==> src/rtl/alu_op_sequencer.sv <==
// Sequencer for the 16-bit combinational ALU: owns ACC/BR/IR/FLAGS, fires one control strobe per op.
// Optional macro ALU_SEQ_DIVZ_TRAP_EN traps divide-by-zero (ACC kept, rsp_err raised).
module alu_op_sequencer #(
    parameter int W = 16
) (
    input  logic         clk,
    input  logic         rst_n,
    input  logic         req_valid,
    output logic         req_ready,
    input  logic [3:0]   req_op,
    input  logic [W-1:0] req_operand,
    input  logic [3:0]   req_shamt,
    output logic         C8,
    output logic         C9,
    output logic         C13,
    output logic         C15,
    output logic         C16,
    output logic         C17,
    output logic         C18,
    output logic         C19,
    output logic         C20,
    output logic         C21,
    output logic [W-1:0] ACC_out,
    output logic [W-1:0] BR_out,
    output logic [W-1:0] IR_out,
    input  logic [W-1:0] ALU_out,
    input  logic [3:0]   ALUflags,
    output logic         rsp_valid,
    input  logic         rsp_ready,
    output logic [W-1:0] rsp_result,
    output logic [3:0]   rsp_flags,
    output logic         rsp_err,
    output logic         busy
);

    typedef enum logic [1:0] {IDLE, LOAD, EXEC, RESP} state_t;

    typedef enum logic [3:0] {
        OP_CLR, OP_ADD, OP_SUB, OP_MUL, OP_DIV, OP_SHL,
        OP_SHR, OP_AND, OP_OR,  OP_NOT, OP_LDA, OP_NOP
    } op_t;

    state_t       state;
    state_t       next_state;
    logic [3:0]   op_q;
    logic [W-1:0] acc;
    logic [W-1:0] br;
    logic [W-1:0] ir;
    logic [3:0]   flags;
    logic         err;
    logic [9:0]   strobe;
    logic         req_legal;

    assign req_legal = (req_op < 4'd12);

    always_ff @(posedge clk or negedge rst_n) begin
        if (!rst_n) begin
            state <= IDLE;
        end else begin
            state <= next_state;
        end
    end

    // Strobe bit index equals the opcode for CLR..NOT, so a shift decodes it.
    always_comb begin
        next_state = state;
        strobe     = 10'd0;
        case (state)
            IDLE: begin
                if (req_valid) begin
                    next_state = req_legal ? LOAD : RESP;
                end
            end
            LOAD: next_state = EXEC;
            EXEC: begin
                next_state = RESP;
                if (op_q < 4'd10) begin
                    strobe = 10'd1 << op_q;
                end
            end
            RESP: begin
                if (rsp_ready) begin
                    next_state = IDLE;
                end
            end
            default: next_state = IDLE;
        endcase
    end

    always_ff @(posedge clk or negedge rst_n) begin
        if (!rst_n) begin
            op_q  <= OP_NOP;
            acc   <= '0;
            br    <= '0;
            ir    <= '0;
            flags <= 4'b1000;
            err   <= 1'b0;
        end else begin
            case (state)
                IDLE: begin
                    if (req_valid) begin
                        if (req_legal) begin
                            op_q <= req_op;
                            br   <= req_operand;
                            ir   <= {{(W-4){1'b0}}, req_shamt};
                            err  <= 1'b0;
                        end else begin
                            err  <= 1'b1;
                        end
                    end
                end
                EXEC: begin
                    case (op_q)
                        OP_LDA: begin
                            acc   <= br;
                            flags <= {(br == '0), 2'b00, br[W-1]};
                        end
                        OP_NOP: ;
`ifdef ALU_SEQ_DIVZ_TRAP_EN
                        OP_DIV: begin
                            flags <= ALUflags;
                            if (br == '0) begin
                                err <= 1'b1;
                            end else begin
                                acc <= ALU_out;
                            end
                        end
`else
                        OP_DIV: begin
                            acc   <= ALU_out;
                            flags <= ALUflags;
                        end
`endif
                        default: begin
                            acc   <= ALU_out;
                            flags <= ALUflags;
                        end
                    endcase
                end
                default: ;
            endcase
        end
    end

    assign {C21, C20, C19, C18, C17, C16, C15, C13, C9, C8} = strobe;

    assign req_ready  = (state == IDLE);
    assign busy       = (state != IDLE);
    assign rsp_valid  = (state == RESP);
    assign rsp_result = acc;
    assign rsp_flags  = flags;
    assign rsp_err    = err;
    assign ACC_out    = acc;
    assign BR_out     = br;
    assign IR_out     = ir;

endmodule
==> config.mk <==
export PLATFORM = sky130hd
export DESIGN_NAME = alu_op_sequencer
export DESIGN_NICKNAME = d
export VERILOG_FILES = /design/src/rtl/alu_op_sequencer.sv
export SDC_FILE = /design/constraint.sdc
export NUM_CORES = 1
export LEC_CHECK = 0
export BUFFER_PORTS_ARGS = -buffer_cell sky130_fd_sc_hd__buf_2
export CAP_MARGIN = 20
export CELL_PAD_IN_SITES_DETAIL_PLACEMENT = 0
export CELL_PAD_IN_SITES_GLOBAL_PLACEMENT = 1
export CORE_ASPECT_RATIO = 1.1
export CORE_MARGIN = 1.5
export CORE_UTILIZATION = 32
export CTS_CLUSTER_DIAMETER = 30
export DETAILED_ROUTE_END_ITERATION = 10
export GPL_TIMING_DRIVEN = 1
export HOLD_SLACK_MARGIN = 0.15
export PLACE_DENSITY = 0.89
export SETUP_SLACK_MARGIN = 0.05
export SYNTH_ARGS = -nofsm -noshare
export SYNTH_HDL_FRONTEND = slang
export SYNTH_SLANG_ARGS = --single-unit
==> constraint.sdc <==
create_clock -name clk -period 1.75 [get_ports clk]
set_input_delay 0.2625 -clock clk [delete_from_list [all_inputs] [get_ports clk]]
set_output_delay 0.2625 -clock clk [all_outputs]
set_load 0.01 [all_outputs]
## Word level (Yosys, flattened, before mapping)

Cells that the tools add are included.

- Logic and storage cells: 34
- Register bits after elaboration: 47

- Mux-type cells: 9
- Eq/ne operators: 7
- Bitwise gates (word level): 1
- Shifts and indexed selects: 1
- Reductions and logical operators: 7
- $lt $le $gt $ge: 2

Operator list:

| operator | count |
|---|---|
| $pmux W16 S2 | 1 |
| $mux W10 | 2 |
| $logic_not A16 Y1 | 1 |
| $shl A1 B4 Y10 const A | 1 |
| $eq A4 B4 Y1 const B | 2 |
| $lt A4 B4 Y1 const B | 2 |
| $pmux W2 S4 | 1 |
| $pmux W4 S2 | 1 |
| $mux W2 | 3 |
| $reduce_and A2 Y1 | 3 |
| $eq A2 B2 Y1 const B | 2 |
| $reduce_and A3 Y1 | 1 |
| $eq A2 B1 Y1 const B | 1 |
| $logic_not A2 Y1 | 1 |
| $ne A2 B1 Y1 const B | 1 |
| $ne A2 B2 Y1 const B | 1 |
| $reduce_bool A2 Y1 | 1 |
| $mux W1 | 1 |
| $not A1 Y1 | 1 |

## Longest topological paths before layout

- Depth in word-level cells: 4
- Gate-level depth with buffers: 8
- Mapped depth without buffers: 6

## Least setup slack after synthesis

OpenSTA, ideal clock, no wires.

- Kind: flip-flop to flip-flop
- Start point: reg state[0]
- End point: reg br[10] (netlist: BR_out[10])
- Clock period less this slack: 1644 ps
- Buffers on the path: 1
- Arrival time: 1519 ps
- Stages on the path, launching flop included: 7
- Slack: 106 ps
- Cell sequence: dfrtp_1 -> inv_1 -> ha_1 -> nand2_1 -> a21o_1 -> buf_2 -> mux2_2

- Cells in the longest elaborated chain, start to end: 2

RTL lines:

| what | RTL line | text |
|---|---|---|
| start: declaration | 43 | `state_t state;` |
| start signal: assignment | 60 | `state <= next_state;` |
| $logic_not A2 Y1 | - |  |
| named net req_ready | 9 | `output logic req_ready,` |
| $reduce_and A3 Y1 (no source line) | - |  |
| end signal: assignment | 104 | `br <= req_operand;` |
| end: declaration | 47 | `logic [W-1:0] br;` |

The timed path passes the listed nets, and every way through them passes these cells.
A chain may end at the register's enable or synchronous reset.

## Worst setup path after layout

- Start point: reg state[0]
- End point: out C8

- Cells in the longest elaborated chain, start to end: 2

RTL lines:

| what | RTL line | text |
|---|---|---|
| $eq A2 B2 Y1 | 68 | `case (state)` |
| $mux W10 | 68 |  |
| end: declaration | 13 | `output logic C8,` |

No other way between the ends.

==> flow_summary_export.csv <==
group,metric,value,unit
place,dp_cells,394,
sta,worst_slew_pin_slew,0.592,ns
worst_setup_path,path_delay_family,"flip-flops",
worst_setup_path,critPathKind,"flip-flop to output port",
clock_tree,worstSkewPairLatency,0.29,ns
place,hpwlAfterDp,4430,um
final_layout,num_antenna_cells,0,
hold_path,hp-class,"primary input to flip-flop",
clock_tree,cts_buffer_depth,2,
global_route,grt_pass1_vias,1751,
final_layout,layout_common_cells,"117 x buf_2, 41 x dfrtp_1, 22 x mux2_2",
floorplan,start_util,33.2,%
sta,max_freq,0.599,GHz
sta,slew_headroom,60.5,%
floorplan,die-area,7880,um^2
drt,drt_iter0_markers,80,
power_and_ir_drop,p_clk_share,11.4,%
floorplan,pin_count,130,
worst_setup_path,crit_arrival,1.41,ns
clock_tree,cts_tree,"yes",
place,portBuffers,117,
yosys,yosysUniqueCellTypes,32,
outcome,violations,"DRC",
drt,vias,1848,
global_route,grt_use_total,14.2,%
global_route,grt_overflow,0,
power_and_ir_drop,combPwrFrac,48.1,%
drt,detail_route.wl_per_cell,13.9,um
yosys,yosysSeqAreaShare,50.2,%
sta,fin_crit_sh,95.4,%
sta,setup_viol,0,
worst_setup_path,cp_num_buf_inv,2,
worst_setup_path,slowest_stage,"dfrtp_1",
power_and_ir_drop,p_sw,2260,uW
floorplan,die_y,92.9,um
drt,drc,9,
sta,setup_tns,0,ns
yosys,syn_area_per_cell,11.0,um^2
sta,finalClockSkew,0.00374,ns
clock_tree,cts_buffers,5,
place,place_congestion,0.782,
floorplan,num_rows,32,
sta,drv_slew,0,
floorplan,core_area,7090,um^2
run,maxCapViolations,0,
power_and_ir_drop,p_per_area,1800,nW/um^2
clock_tree,cts.htree.levels,2,
power_and_ir_drop,ir_drop,0.860,mV
place,place_area,2910,um^2
worst_setup_path,cp.required,1.49,ns
power_and_ir_drop,p_int,3260,uW
sta,period_needed,1.67,ns
worst_setup_path,end_kind,"output port",
drt,ant_nets,0,
power_and_ir_drop,seqPwrFrac,40.5,%
worst_setup_path,cp_slowest_stage_delay,0.39,ns
drt,drt_first_pass_iters,9,
final_layout,final_common_cell,"buf_2",
global_route,grt_max_degree,35,
clock_tree,cts.sinks,47,
yosys,ys_ff_latch,47,
clock_tree,clk_pin_slew,0.08,ns
global_route,antenna_found_initial,0,
yosys,syn-instance-count,214,
global_route,grt_pass1_wl,8600,um
yosys,mappedNetlistArea,2350,um^2
drt,vias_per_cell,4.53,
drt,drt_wl_total,5690,um
yosys,yosys_warnings,0,
clock_tree,root_buffer,"clkbuf_8",
final_layout,drive_above_1_share,52.6,%
power_and_ir_drop,sw_frac_of_total,40.9,%
worst_setup_path,cp-start-kind,"flip-flop",
worst_setup_path,critPathMaxFanout,6,
sta,rsz0062_at_grt,"yes",
final_layout,nNetsFinal,373,
worst_setup_path,path_cells,"inv_2 -> ha_4 -> nand3_2 -> nor3_1 -> buf_2",
final_layout,area_delta_synth_final,30.4,%
sta,fin_ws,0.0800,ns
floorplan,dieWidth,84.8,um
place,dp_slack,0.107,ns
outcome,status,"finished, violations left",
final_layout,stdcell_count,408,
sta,hold_viol_final,0,
final_layout,final_area,3070,um^2
power_and_ir_drop,p_leak,0.00155,uW
-- synthesized netlist by cell type --
master / instances / area, um^2
or2b_1: 1 / 7.51
buf_4: 29 / 218
or4_1: 1 / 7.51
nor2b_1: 1 / 6.26
a21oi_1: 3 / 15.0
a21o_1: 1 / 7.51
buf_2: 6 / 30.0
conb_1: 1 / 3.75
clkbuf_1: 2 / 7.51
o32a_1: 1 / 10.0
mux2i_1: 17 / 170
nor2_4: 1 / 11.3
mux2_2: 22 / 248
inv_1: 7 / 26.3
nor4_1: 5 / 31.3
nand4_1: 1 / 6.26
nor3_1: 4 / 20.0
nand2_1: 20 / 75.1
a32o_1: 2 / 20.0
ha_1: 3 / 37.5
a32oi_1: 1 / 8.76
dfstp_2: 4 / 105
and3_1: 1 / 6.26
nand2b_1: 1 / 6.26
o21ai_2: 1 / 8.76
nor2_1: 12 / 45.0
a21boi_0: 1 / 7.51
nand3b_4: 1 / 20.0
o21ai_0: 17 / 85.1
buf_6: 1 / 11.3
nand3_1: 3 / 15.0
dfrtp_1: 43 / 1080
-- per-layer routing --
| metal | global-route usage (%) | vias up | wire length, um |
|---|---|---|---|
| li1 | - | 906 | - |
| met1 | 17.5 | 860 | 2450 |
| met2 | 23.7 | 71 | 2800 |
| met3 | 3.57 | 11 | 325 |
| met4 | 5.33 | 0 | 117 |
| met5 | 0 | - | 0 |
-- through the flow --
step / hold slack, ns / utilization (%) / power (uW)
2_1_floorplan: -0.0331 / - / 3900
3_3_place_gp: 0.289 / 41.0 / 4710
3_5_place_dp: 0.305 / 41.0 / 4800
4_1_cts: 0.183 / 42.8 / 5500
5_1_grt: 0.180 / 43.3 / 5930
6_report: 0.198 / 43.3 / 5520
-- what timing repair did --
item | in CTS | in global routing
pin swaps | 0 | 2
resized for setup | 3 | 5
endpoints found under the setup margin | 10 | 29
hold endpoints to repair | 20 | 0
hold buffers | 1 | 0
setup buffers | 2 | 3
-- state kept, by name (all words and copies together) (netlist names) --
register and count:
state 2, BR_out 16, IR_out 4, rsp_err 1, op_q 4, rsp_flags 4, ACC_out 16
-- kinds of logic (layout without fill, tap and decap cells) --
group | after synthesis | count (layout) | synth area share [%]
buf+inv | 45 | 143 | 12.4
other cells | 1 | 12 | 0.159
flops | 47 | 47 | 50.2
mux | 39 | 39 | 17.8
simple gates | 52 | 52 | 11.0
fa+ha+maj | 3 | 3 | 1.60
compound gates | 27 | 27 | 6.91
-- cell type report --
class | instances | area, um^2
flip-flops and latches | 47 | 1180
fillers | 683 | 4020
multi-input cells | 133 | 946
clock inverters | 2 | 12.5
repair buffers | 128 | 721
inverters | 7 | 26.3
clock buffers | 6 | 72.6
well taps | 85 | 106
-- power groups by stage --
stage / clock [uW] / combinational (uW) / sequential, uW
2_1_floorplan: 0 / 1590 / 2310
3_3_place_gp: 0 / 2480 / 2240
3_5_place_dp: 0 / 2530 / 2270
4_1_cts: 660 / 2580 / 2260
5_1_grt: 700 / 2910 / 2320
6_report: 631 / 2650 / 2230
-- path summary, 6_finish.rpt --
path                               end  depth (start not counted)  slack [ns]    startpoint
max                                 C8                          5        0.08      state[0]
min                          IR_out[2]                          2        0.20  req_shamt[2]
max reg2reg                  BR_out[3]                          6        0.15      state[1]
min reg2reg                ACC_out[12]                          2        0.50   ACC_out[12]
max in group asynchronous    BR_out[9]                          3        0.71         rst_n
min in group asynchronous    IR_out[3]                          2        0.51         rst_n
Note: power is estimated with default switching activity, not from simulation.
